### src/rtl/vec_fetch_decode.sv
// Vector front end: fetches RVV words from synchronous instruction memory, decodes them
// and queues legal packets in an issue FIFO drained over a valid/ready handshake.
module vec_fetch_decode #(
  parameter int NUM_INST   = 6,
  parameter int IADDR_W    = 3,
  parameter int FIFO_DEPTH = 4
) (
  input  logic               clk,
  input  logic               rst,
  input  logic               start,
  output logic               imem_rd_en,
  output logic [IADDR_W-1:0] imem_addr,
  input  logic [31:0]        imem_rdata,
  output logic               iss_valid,
  input  logic               iss_ready,
  output logic [2:0]         iss_op,
  output logic [4:0]         iss_vd,
  output logic [4:0]         iss_vs1,
  output logic [4:0]         iss_vs2,
  output logic               iss_vm,
  output logic [7:0]         iss_inum,
  output logic               busy,
  output logic               done,
  output logic [7:0]         illegal_cnt
);
  localparam int PTR_W = (FIFO_DEPTH > 1) ? $clog2(FIFO_DEPTH) : 1;
  localparam int CNT_W = PTR_W + 1;

  typedef enum logic [1:0] {IDLE, FETCH, DRAIN, DONE} state_t;

  typedef struct packed {
    logic [2:0] op;
    logic [4:0] vd;
    logic [4:0] vs1;
    logic [4:0] vs2;
    logic       vm;
    logic [7:0] inum;
  } pkt_t;

  // Returns {legal, op}; anything not recognised comes back with legal=0.
  function automatic logic [3:0] decode_op(input logic [31:0] w);
    logic [3:0] r;
    r = 4'b0000;
    if (w[6:0] == 7'b0000111 && w[28:26] == 3'b000)
      r = {1'b1, 3'd0};
    else if (w[6:0] == 7'b0100111 && w[28:26] == 3'b000)
      r = {1'b1, 3'd1};
    else if (w[6:0] == 7'b1010111 && w[14:12] == 3'b000) begin
      case (w[31:26])
        6'b000000: r = {1'b1, 3'd2};
        6'b100101: r = {1'b1, 3'd3};
        6'b111001: r = {1'b1, 3'd4};
        default:   r = 4'b0000;
      endcase
    end
    return r;
  endfunction

  state_t             state, state_n;
  logic [IADDR_W-1:0] pc;
  logic               vld_p1;
  logic [IADDR_W-1:0] addr_p1;
  logic [CNT_W-1:0]   count;
  logic [PTR_W-1:0]   wr_ptr, rd_ptr;
  pkt_t               fifo_mem [FIFO_DEPTH];
  pkt_t               pkt_p1, head;
  logic [3:0]         dec_p1;
  logic               fetch_ok, last_read, push, pop;

  // Stage p0: issue a read only while a FIFO slot is guaranteed for it.
  assign fetch_ok   = (state == FETCH) &&
                      ((count + CNT_W'(vld_p1)) < CNT_W'(FIFO_DEPTH));
  assign last_read  = fetch_ok && (pc == IADDR_W'(NUM_INST - 1));
  assign imem_rd_en = fetch_ok;
  assign imem_addr  = pc;

  // Stage p1: decode the returned word and push it on the same edge.
  assign dec_p1 = decode_op(imem_rdata);
  always_comb begin
    pkt_p1.op   = dec_p1[2:0];
    pkt_p1.vd   = imem_rdata[11:7];
    pkt_p1.vs1  = imem_rdata[19:15];
    pkt_p1.vs2  = imem_rdata[24:20];
    pkt_p1.vm   = imem_rdata[25];
    pkt_p1.inum = 8'(addr_p1) + 8'd1;
  end

  assign push      = vld_p1 && dec_p1[3];
  assign iss_valid = (count != '0);
  assign pop       = iss_valid && iss_ready;
  assign head      = fifo_mem[rd_ptr];

  // Payload fields read as zero whenever the queue is empty.
  assign iss_op   = iss_valid ? head.op   : '0;
  assign iss_vd   = iss_valid ? head.vd   : '0;
  assign iss_vs1  = iss_valid ? head.vs1  : '0;
  assign iss_vs2  = iss_valid ? head.vs2  : '0;
  assign iss_vm   = iss_valid ? head.vm   : 1'b0;
  assign iss_inum = iss_valid ? head.inum : '0;

  assign busy = (state == FETCH) || (state == DRAIN);
  assign done = (state == DONE);

  always_comb begin
    state_n = state;
    case (state)
      IDLE:    if (start) state_n = FETCH;
      FETCH:   if (last_read) state_n = DRAIN;
      DRAIN:   if (!vld_p1 && count == '0) state_n = DONE;
      DONE:    if (start) state_n = FETCH;
      default: state_n = IDLE;
    endcase
  end

  always_ff @(posedge clk or posedge rst) begin
    if (rst) begin
      state       <= IDLE;
      pc          <= '0;
      vld_p1      <= 1'b0;
      count       <= '0;
      wr_ptr      <= '0;
      rd_ptr      <= '0;
      illegal_cnt <= '0;
    end else begin
      state  <= state_n;
      vld_p1 <= fetch_ok;
      if ((state == IDLE || state == DONE) && start) pc <= '0;
      else if (fetch_ok) pc <= pc + 1'b1;
      if (push) wr_ptr <= wr_ptr + 1'b1;
      if (pop)  rd_ptr <= rd_ptr + 1'b1;
      case ({push, pop})
        2'b10:   count <= count + 1'b1;
        2'b01:   count <= count - 1'b1;
        default: count <= count;
      endcase
      if (vld_p1 && !dec_p1[3] && illegal_cnt != 8'hFF)
        illegal_cnt <= illegal_cnt + 8'd1;
    end
  end

  always_ff @(posedge clk) begin
    if (fetch_ok) addr_p1 <= pc;
    if (push) fifo_mem[wr_ptr] <= pkt_p1;
  end

  a_no_push_when_full: assert property (@(posedge clk) disable iff (rst)
    !(push && count == CNT_W'(FIFO_DEPTH)));
endmodule

### config.mk
export PLATFORM = sky130hd
export DESIGN_NAME = vec_fetch_decode
export DESIGN_NICKNAME = d
export VERILOG_FILES = /design/src/rtl/vec_fetch_decode.sv
export SDC_FILE = /design/constraint.sdc
export NUM_CORES = 1
export LEC_CHECK = 0
export CORE_ASPECT_RATIO = 1.2
export CORE_MARGIN = 8
export CORE_UTILIZATION = 58
export DETAILED_ROUTE_END_ITERATION = 8
export GPL_TIMING_DRIVEN = 0
export PLACE_DENSITY = 0.92
export REMOVE_ABC_BUFFERS = 1
export SYNTH_ARGS = -nofsm -noshare
export SYNTH_HDL_FRONTEND = slang
export SYNTH_SLANG_ARGS = --single-unit
export TNS_END_PERCENT = 5
### constraint.sdc
create_clock -name clk -period 5.02 [get_ports clk]
set_input_delay 1.004 -clock clk [delete_from_list [all_inputs] [get_ports clk]]
set_output_delay 1.004 -clock clk [all_outputs]
set_load 0.05 [all_outputs]
# Word level (Yosys, flattened, before mapping)
# Memories as Yosys holds them, arrays and structs flattened.
# Index checks and enable logic that the tools add are counted.
# totals
ff_bits	24
memories	1
ramBits	92
out_inout_bits	42
input_bits	36
# memory_table
name	depth	width	read_ports	rd_clocked_by_memory_dff	write_ports	line_no	source
fifo_mem	4	23	1	0	1	65	pkt_t fifo_mem [FIFO_DEPTH];
# op_classes
magnitude_cmp	1
n_reduce_logical	25
add_sub_neg	8
eq_ne	15
muxes	19
# op_table
cell	count
$mux 5	3
$eq 6x6->1 const B	2
$mux 4	3
$pmux 4 s3	1
$logic_and 1x1->1	11
$logic_not 3->1	3
$mux 3	3
$add 8x1->8 const B	1
$mux 8	1
$ne 8x8->1 const B	1
$eq 7x3->1 const B	1
$eq 7x6->1 const B	1
$eq 7x7->1 const B	1
$add 3x1->3 const B	2
$eq 2x2->1 const B	3
$logic_not 6->1	1
$mux 2	3
$pmux 2 s3	1
$pmux 3 s2	1
$add 2x1->2 const B	2
$add 3x1->4 const B	1
$eq 2x1->1 const B	2
$ne 2x1->1 const B	2
$reduce_bool 2->1	2
12 further kinds	16

# Longest topological paths before layout
# Gate-level depths: netlist of the first run.
# depth
word_depth	8
mapped_depth	11
depth_no_buf	11

# Worst setup path after synthesis of the first run
# No wires, ideal clock.
# synth_timing
path_kind	input port to flip-flop
from	in imem_rdata[13]
to	reg count[2]
required_time_ps	4895
t_arrival_ps	3266
stages	11
setup_time_ps	125
setup_slack_ps	1629
path_cell_list	or4b_4 > or4_4 > a31oi_2 > and2_4 > inv_1 > ha_1 > inv_1 > fa_1 > xor2_1 > nor2_1 > xor2_1
# synth_via
elab_chain_len	8
# synth_rtl
element	line_no	source
start, declared	13	input logic [31:0] imem_rdata,
$logic_not 3->1 *	48	else if (w[6:0] == 7'b1010111 && w[14:12] == 3'b000) begin
$logic_and 1x1->1 *	48	
$mux 4 *	48	
$mux 4 *	46	else if (w[6:0] == 7'b0100111 && w[28:26] == 3'b000)
$mux 4 *	44	if (w[6:0] == 7'b0000111 && w[28:26] == 3'b000)
$logic_and 1x1->1 *	88	assign push = vld_p1 && dec_p1[3];
$eq 2x1->1 / $eq 2x2->1 (equally long branches)	131	case ({push, pop})
$pmux 3 s2 / $reduce_bool 2->1 (equally long branches)	n/a	
end signal, assigned	132	2'b10: count <= count + 1'b1;
end signal, assigned	133	2'b01: count <= count - 1'b1;
end signal, assigned	134	default: count <= count;
end, declared	63	logic [CNT_W-1:0] count;
# Mark *: on every way between the ends. The rest lies on a longest branch, timed or not.
# A chain may end at the register's enable or synchronous reset.

# Worst setup path after layout of the first run
# layout_timing
from	reg rd_ptr[1]
to	out iss_vs2[4]
# layout_via
elab_chain_len	2
# layout_rtl
element	line_no	source
start, declared	64	logic [PTR_W-1:0] wr_ptr, rd_ptr;
start signal, assigned	130	if (pop) rd_ptr <= rd_ptr + 1'b1;
$mem_v2 4x23	n/a	
$mux 5	97	assign iss_vs2 = iss_valid ? head.vs2 : '0;
end, declared	19	output logic [4:0] iss_vs2,
# Every way passes these cells.

==> out/summary.md, run 1 <==
- worst-path fanout max: 24
- overall die area: 11800 sq um
- number of synthesized register bits: 116
- main combinational cell family by area after synthesis: multiplexers
- Post-Route Utilization: 75.3%
- Post-Place Worst Slack: 1.00 ns
- area share of and/or/nand/nor cells after synthesis: 8.56%
- post-layout net count: 417
- proportion of layout cells with a drive suffix above 1: 18.9%
- number of levels the H-tree was split into: 4
- TritonCTS clock tree: done
- area inside the core boundary: 8470 sq um
- antenna violation net count after detailed routing: 0
- required arrival time at the worst endpoint: 4.02 ns
- minimum period implied by the final worst setup slack: 3.96 ns
- aggregate routed wire length: 9290 microns
- Post-synth EDFFs: 95
- number of gates given a new drive strength after cts: 0
- post-route setup slack: 1.06 ns
- Lkg Pwr: 2.32 nW
- slew at the pin closest to its max-slew limit: 1.10 ns
- mux contribution to synthesized area: 11.7%
- Synth Area in Compound Gates: 2.82%
- Fin Clk Skew: 0.00711 ns
- final-report setup violation count: 0
- post-synthesis sequential area ratio: 68.0%
- class of the tightest hold or removal check: flop to flop
- DIE HEIGHT: 117 microns
- number of violations reported at the end of detailed-routing iteration 0: 144
- peak ir drop on the vdd network: 508 uV
- Port Buf Inserts: 73
- sum of overflow across all layers after global routing: 0
- run status: completed
- average wire length per cell after detail routing: 18.7 microns
- hold violation count in the final report: 0
- maximum number of pins on one net before global-route repair: 27
- multi-input combinational cell area: 1470 sq um
- max_slew headroom: 26.5%
- Rows: 37
- number of antenna violations at the first check in global routing: 0
- number of hold buffers added after cts: 0
- cells after synthesis: 286
- async set-reset flop share out of synthesis: 18.1%
- main flop type after synthesis: sky130_fd_sc_hd__edfxtp_1
- starting density of the core: 58.6%
- fin crit share: 78.8%
- die extent in x: 100 microns
- number of global-route vias before repair: 3012
- library cells used by synthesis: 49
- total power density per cell area: 633 nW/um^2
- synthesis-to-finish area growth: 28.5%
- clock transition time at the flip-flop clock pins of the worst setup and hold paths: 0.06 ns
- count of maximum capacitance violations: 0
- clock buffer count from CTS: 17
- ports placed on the boundary: 78
- startpoint of the lowest-slack register-to-register path: count[0]
- kind of critical path: flop to primary output
- Root Buffer: sky130_fd_sc_hd__clkbuf_8
- overall via count from detail_route: 2715
- area taken by flip-flops and latches: 3380 sq um
- weighted congestion reported at the end of routability-driven placement: 0.768
- fillcell total: 495
- number of antenna diodes: 0
- unrepaired setup endpoints after global routing: false
- Worst Path Arrival: 2.95 ns
- DRC violations left: 0
- mapped cell area: 4970 sq um
- Warnings, synthesis: 0
- clock tree buffer depth: 2
- Post-Syn Area per Cell: 17.4 sq um
- drt first pass iters: 4
- critical path launch point: rd_ptr[1]
- fraction of the mapped netlist area in adder cells: 3.68%
- xor-xnor portion of the synthesized cell area: 2.64%
- startpoint type of the worst setup path: flop
- number of buffers added for setup after CTS: 0
- clock sinks: 116
- fmax: 253 MHz
- vias per cell: 5.46
- min-delay src: count[2]
- critical path capture point type: primary output
- first-pass GRT wire length: 15100 microns
- final number of max-transition violations: 0
- clock latency on the worst-skew pair: 0.50 ns
- dpl hpwl: 5990 microns
- Setup Total Neg Slack: 0 ns
- Global Route Usage Sum: 16.8%
[through the flow]
step                      hold slack [ns]  instances  power (W)  area [sq um]
after floorplan                     0.473        275    0.00238          4910
after global placement              0.492        465    0.00284          5790
after detailed placement            0.492        465    0.00288          5790
after CTS                           0.512        497    0.00408          6380
after global routing                0.536        497    0.00421          6380
final                               0.510        497    0.00404          6380
[path summary, 6_finish.rpt]
kind                            depth (start not counted)  slack (ns)              to
worst min-delay path                                    1        0.51        count[2]
worst min register to register                          1        0.51        count[2]
worst max register to register                          8        2.50        count[2]
max in group asynchronous                               2        3.46       rd_ptr[0]
worst max-delay path                                    3        1.06      iss_vs2[4]
min in group asynchronous                               2        0.98  illegal_cnt[1]
[cell usage in the layout, fill, tap and decap left out, types with 4 or more instances in the layout]
| cell type | n |
|---|---|
| sky130_fd_sc_hd__edfxtp_1 | 95 |
| sky130_fd_sc_hd__clkdlybuf4s50_1 | 73 |
| sky130_fd_sc_hd__and2_1 | 25 |
| sky130_fd_sc_hd__mux4_2 | 23 |
| sky130_fd_sc_hd__dfrtp_1 | 20 |
| sky130_fd_sc_hd__clkbuf_16 | 16 |
| sky130_fd_sc_hd__inv_1 | 15 |
| sky130_fd_sc_hd__ha_1 | 13 |
| sky130_fd_sc_hd__xnor2_1 | 8 |
| sky130_fd_sc_hd__xor2_1 | 7 |
| sky130_fd_sc_hd__nand3_1 | 6 |
| sky130_fd_sc_hd__a21oi_1 | 5 |
| sky130_fd_sc_hd__nand2_1 | 4 |
| sky130_fd_sc_hd__and3_2 | 4 |
| sky130_fd_sc_hd__conb_1 | 4 |
| sky130_fd_sc_hd__clkinvlp_4 | 4 |
[routing by layer]
layer	track usage, %	wire length [microns]	up-vias
met1	17.8	3590	1365
met2	29.2	4940	88
li1	-	-	1249
met5	0	0	-
met3	5.80	581	13
met4	7.30	174	0
[kinds of logic after synthesis]
kind of cell             count (synthesis)
adder cells (fa/ha/maj)                 14
XOR/XNOR                                15
buffers and inverters                   29
multiplexers                            28
AND/OR/NAND/NOR                         66
flip-flops                             116
AO/OA/AOI/OAI                           17
other                                    1
[area by class of cell]
cell class | count | area share (%)
clock buffer | 18 | 6.55
timing repair buffer | 73 | 11.4
clock inverter | 14 | 2.78
inverter | 15 | 0.882
tap | 117 | 2.29
sequential | 116 | 53.0
multi-input combinational | 144 | 23.1
[Yosys cell counts (all sizes together) (2+ instances only)]
cell / number / area share, %
xor2: 7 / 1.2
and2: 27 / 3.5
clkbuf: 8 / 0.60
dfrtp: 21 / 11
and4: 2 / 0.35
mux2i: 2 / 0.40
nand3: 6 / 0.60
ha: 13 / 3.3
a31oi: 2 / 0.38
inv: 15 / 1.1
mux2: 3 / 0.83
nand2: 4 / 0.30
and3: 7 / 0.98
o21ai: 3 / 0.38
or4: 3 / 0.53
a21oi: 5 / 0.50
xnor2: 8 / 1.4
or3b: 2 / 0.35
nand4: 2 / 0.25
nor2: 3 / 0.23
buf: 6 / 0.81
edfxtp: 95 / 57
mux4: 23 / 10
or2: 2 / 0.25
[registers in the layout, indices dropped and copies added, names as in the netlist]
name	flops
fifo_mem	92
illegal_cnt	8
state	2
imem_addr	3
addr_p1	3
count	3
wr_ptr	2
rd_ptr	2
vld_p1	1
[critical path, cell delays in order (launching register included)]
cell	delay [ns]
sky130_fd_sc_hd__dfrtp_1	1.07
sky130_fd_sc_hd__mux4_2	0.38
sky130_fd_sc_hd__and2_1	0.14
sky130_fd_sc_hd__clkdlybuf4s50_1	0.85
[power breakdown]
group / switching [W] / internal (W) / total [W] / leakage (nW)
Sequential: 0.000182 / 0.00114 / 0.00132 / 1.14
Combinational: 0.000901 / 0.000631 / 0.00153 / 0.895
Clock: 0.000424 / 0.000760 / 0.00118 / 0.278
Total: 0.00151 / 0.00253 / 0.00404 / 2.32
(Power assumes the default switching activity.)
==> inputs of run 2 (changes only) <==
Settings changed: CORE_UTILIZATION 58 to 48, PLACE_DENSITY 0.92 to 0.82.
Clock period 5.02 ns to 3.5 ns, I/O delays scaled along.
==> out/summary.md, run 2 (same netlist as run 1, synthesis figures left out) <==
- run status: completed
- kind of critical path: flop to primary output
- clock transition time at the flip-flop clock pins of the worst setup and hold paths: 0.05 ns
- average wire length per cell after detail routing: 17.8 microns
- met3 wire len: 602 microns
- Post-Route Utilization: 63.5%
- starting density of the core: 49.4%
- fmax: 303 MHz
- number of antenna diodes: 0
- Post-Route M1 WL: 3620 microns
- clock buffer count from CTS: 17
- number of violations reported at the end of detailed-routing iteration 0: 130
- required arrival time at the worst endpoint: 2.80 ns
- commonest cells after routing, fill and taps aside: sky130_fd_sc_hd__edfxtp_1, sky130_fd_sc_hd__clkdlybuf4s50_1, sky130_fd_sc_hd__and2_1
- Rows: 40
- fin crit share: 94.3%
- number of buffers and inverters on the critical path: 1
- final-report setup violation count: 0
- class of the tightest hold or removal check: flop to flop
- Largest stage delay, worst path: 0.75 ns
- antenna violation net count after detailed routing: 0
- maximum number of pins on one net before global-route repair: 27
- total power density per cell area: 891 nW/um^2
- synthesis-to-finish area growth: 28.6%
- ports placed on the boundary: 78
- vias per cell: 5.36
- hold violation count in the final report: 0
- Slowest-stage cell, CP: sky130_fd_sc_hd__dfrtp_4
- Worst Path Arrival: 2.60 ns
- weighted congestion reported at the end of routability-driven placement: 0.729
- Port Buf Inserts: 73
- proportion of layout cells with a drive suffix above 1: 18.4%
- overall via count from detail_route: 2712
- Fin Clk Skew: 0.00801 ns
- routed wire length on met2: 4630 microns
- startpoint type of the worst setup path: flop
- aggregate routed wire length: 9000 microns
- number of global-route vias before repair: 2883
- clock sinks: 116
- sum of overflow across all layers after global routing: 0
- leading cell type in the layout, fill and taps excluded: sky130_fd_sc_hd__edfxtp_1
- highest signal layer in the routed design: met4
- clock tree buffer depth: 2
- Lkg Pwr: 2.34 nW
- final number of max-transition violations: 0
- max_slew headroom: 43.2%
- worst-path fanout max: 25
- overall die area: 13900 sq um
- Global Route Usage Sum: 13.7%
- slew at the pin closest to its max-slew limit: 0.853 ns
- area after detailed placement: 5800 sq um
- minimum period implied by the final worst setup slack: 3.30 ns
- clock latency on the worst-skew pair: 0.41 ns
- hold_ws: 0.508 ns
- unrepaired setup endpoints after global routing: false
- kind of cell adding the most delay to the critical path: flip-flops
- first-pass GRT wire length: 14000 microns
- number of buffers added for setup after CTS: 0
- Setup Total Neg Slack: 0 ns
- number of antenna violations at the first check in global routing: 0
- die extent in x: 109 microns
- max FFs per register: 92
- TritonCTS clock tree: done
- Root Buffer: sky130_fd_sc_hd__clkbuf_16
- post-route setup slack: 0.198 ns
- count of maximum capacitance violations: 0
- DIE HEIGHT: 127 microns
- DRC violations left: 0
- drt first pass iters: 4
- number of levels the H-tree was split into: 4
- peak ir drop on the vdd network: 659 uV
- final design instance area without fill: 6390 sq um
- register ranked first by flip-flop count: fifo_mem
- post-layout net count: 417
- critical path capture point type: primary output
- largest registers ranked by flip-flop count: fifo_mem: 92 flops, illegal_cnt: 8 flops
- Post-Place Worst Slack: -0.188 ns
- series of cell instances along the critical path: mux4_2, and2_1, clkdlybuf4s50_1
- area inside the core boundary: 10100 sq um
- dpl hpwl: 5830 microns
==> run 2: cell count changes in the layout (fill, tap and decap cells not counted), sizes merged <==
cell           before  now
dlymetal6s2s        0    1
clkinv              4    2
clkbuf             18   30
clkdlybuf4s50      73   72
inv                18   15
bufinv              3    0
clkinvlp            4    0
==> run 2: area by class of cell <==
cell class                      instances  area (sq um)
Fill cell                             723          3670
Sequential cell                       116          3380
Multi-Input combinational cell        144          1470
Timing Repair Buffer                   73           733
Clock buffer                           30           576
Tap cell                              126           158
Inverter                               15          56.3
Clock inverter                          2          10.0
==> run 2: report_power, final <==
group / leakage (nW) / internal, W / total (W) / switching (W)
combinational: 0.911 / 0.000894 / 0.00216 / 0.00127
sequential: 1.14 / 0.00164 / 0.00191 / 0.000261
clock: 0.292 / 0.00109 / 0.00163 / 0.000532
total: 2.34 / 0.00363 / 0.00569 / 0.00206
==> run 2: timing repair <==
| action | 4_1_cts | 5_1_grt |
|---|---|---|
| hold buffers | 0 | 0 |
| gates resized for setup | 2 | 1 |
| pin swaps | 0 | 0 |
| setup endpoints to repair | 23 | 1 |
==> run 2: metal layers <==
metal	up-vias	global-route usage, %
li1	1251	-
met1	1371	14.4
met2	77	23.0
met3	13	5.58
met4	0	6.54
met5	-	0
==> run 2: per-stage QoR <==
| step | total power, W | instances |
|---|---|---|
| 3_3_place_gp | 0.00409 | 474 |
| 2_1_floorplan | 0.00341 | 275 |
| 5_1_grt | 0.00594 | 506 |
| 4_1_cts | 0.00576 | 506 |
| 6_report | 0.00569 | 506 |
| 3_5_place_dp | 0.00412 | 474 |
==> run 2: worst paths after layout <==
kind                            slack (ns)              to       from  depth (start not counted)
worst max-delay path                  0.20       iss_vd[3]  rd_ptr[0]                          3
worst min-delay path                  0.51        count[0]   count[0]                          1
worst max register to register        0.97        count[2]   count[0]                          8
worst min register to register        0.51        count[0]   count[0]                          1
max in group asynchronous             2.17       rd_ptr[0]        rst                          2
min in group asynchronous             0.74  illegal_cnt[2]        rst                          2
==> inputs of run 3 (changes only) <==
Clock period 3.5 ns to 2.8 ns, I/O delays scaled along.
==> out/summary.md, run 3 (same netlist as run 1, synthesis figures left out) <==
- hold violation count in the final report: 0
- ports placed on the boundary: 78
- startpoint type of the worst setup path: input pin
- dpl hpwl: 5830 microns
- Global Route Usage Sum: 13.9%
- number of antenna violations at the first check in global routing: 0
- largest registers ranked by flip-flop count: fifo_mem: 92 flops, illegal_cnt: 8 flops
- TritonCTS clock tree: done
- final number of max-transition violations: 0
- weighted congestion reported at the end of routability-driven placement: 0.729
- final-report setup violation count: 0
- kind of critical path: input pin to flop
- overall die area: 13900 sq um
- Port Buf Inserts: 73
- antenna violation net count after detailed routing: 0
- worst-path fanout max: 3
- synthesis-to-finish area growth: 31.2%
- critical path capture point type: flop
- Post-Route Utilization: 64.8%
- Fin Clk Skew: 0.00760 ns
- unrepaired setup endpoints after global routing: true
- die extent in x: 109 microns
- count of maximum capacitance violations: 0
- leading cell type in the layout, fill and taps excluded: sky130_fd_sc_hd__edfxtp_1
- number of levels the H-tree was split into: 4
- max_slew headroom: 47.3%
- total power density per cell area: 1090 nW/um^2
- overall via count from detail_route: 2746
- post-layout net count: 426
- Worst Path Arrival: 3.08 ns
- max FFs per register: 92
- run status: completed
- DRC violations left: 0
- Rows: 40
- DIE HEIGHT: 127 microns
- multi-input combinational cell area: 1510 sq um
- starting density of the core: 49.4%
- clock transition time at the flip-flop clock pins of the worst setup and hold paths: 0.05 ns
- proportion of layout cells with a drive suffix above 1: 21.6%
- average wire length per cell after detail routing: 17.9 microns
- peak ir drop on the vdd network: 829 uV
- number of antenna diodes: 0
- commonest cells after routing, fill and taps aside: sky130_fd_sc_hd__edfxtp_1, sky130_fd_sc_hd__clkdlybuf4s50_1, sky130_fd_sc_hd__and2_1
- first-pass GRT wire length: 14200 microns
- clock latency on the worst-skew pair: 0.41 ns
- number of global-route vias before repair: 2900
- number of violations reported at the end of detailed-routing iteration 0: 143
- class of the tightest hold or removal check: flop to flop
- Root Buffer: sky130_fd_sc_hd__clkbuf_16
- minimum period implied by the final worst setup slack: 2.79 ns
- clock sinks: 116
- fillcell total: 720
- sum of overflow across all layers after global routing: 0
- clock tree buffer depth: 2
- drt first pass iters: 4
- register ranked first by flip-flop count: fifo_mem
- Lkg Pwr: 2.50 nW
- fin crit share: 99.8%
- area inside the core boundary: 10100 sq um
- area taken by flip-flops and latches: 3390 sq um
- slew at the pin closest to its max-slew limit: 0.790 ns
- required arrival time at the worst endpoint: 3.09 ns
- vias per cell: 5.33
- maximum number of pins on one net before global-route repair: 27
- post-route setup slack: 0.00622 ns
- clock buffer count from CTS: 17
- Post-Place Worst Slack: -0.748 ns
- fmax: 358 MHz
- aggregate routed wire length: 9210 microns
## run 3: path summary, 6_finish.rpt
path,start,endpoint,slack (ns),depth (start not counted)
min in group asynchronous,rst,illegal_cnt[2],0.60,2
max in group asynchronous,rst,rd_ptr[0],1.61,2
setup reg to reg,count[0],count[2],0.63,8
hold / removal,count[0],count[0],0.51,1
hold reg to reg,count[0],count[0],0.51,1
setup / recovery,imem_rdata[4],count[2],0.006,12
## run 3: repair_timing
item,4_1_cts,5_1_grt
buffers inserted,1,8
resized for setup,33,15
hold endpoints to repair,0,0
hold buffers,0,0
pin swaps,1,6
setup endpoints to repair,119,118
## run 3: through the flow
step                      power [W]  instance area (sq um)  cells  setup TNS [ns]  hold slack, ns
after floorplan             0.00427                   4910    275          -0.267           0.473
after global placement      0.00511                   5800    474          -74.05           0.495
after detailed placement    0.00515                   5800    474          -62.24           0.500
after CTS                   0.00713                   6410    507          -10.50           0.515
after global routing        0.00742                   6520    515          -0.139           0.534
final                       0.00712                   6520    515               0           0.512
## run 3: cell type report
cell class | instances | area share (%)
inverter | 15 | 0.864
clock buffer | 30 | 8.83
clock inverter | 2 | 0.154
multi-input combinational | 144 | 23.2
sequential | 116 | 51.9
tap | 126 | 2.42
timing repair buffer | 82 | 12.6
## run 3: power by group
group	internal (W)	switching [W]	leakage (nW)	total [W]
sequential	0.00206	0.000245	1.14	0.00231
combinational	0.00108	0.00169	1.06	0.00278
clock	0.00137	0.000669	0.292	0.00204
total	0.00451	0.00261	2.50	0.00712
## run 3: per-layer routing
metal	GRT usage [%]	vias to the layer above	routed length [microns]
met2	23.3	73	4830
met4	6.54	0	149
met5	0	-	0
met3	5.58	14	597
met1	14.8	1386	3630
li1	-	1273	-
## run 3: critical path, stage by stage
cell                              delay, ns
sky130_fd_sc_hd__clkdlybuf4s50_1       0.46
sky130_fd_sc_hd__or3b_4                0.38
sky130_fd_sc_hd__or4_4                 0.51
sky130_fd_sc_hd__a31oi_4               0.18
sky130_fd_sc_hd__and2_4                0.17
sky130_fd_sc_hd__inv_1                 0.04
sky130_fd_sc_hd__ha_2                  0.18
sky130_fd_sc_hd__inv_2                 0.06
sky130_fd_sc_hd__fa_1                  0.17
sky130_fd_sc_hd__xor2_1                0.14
sky130_fd_sc_hd__nor2_1                0.06
sky130_fd_sc_hd__xor2_1                0.14
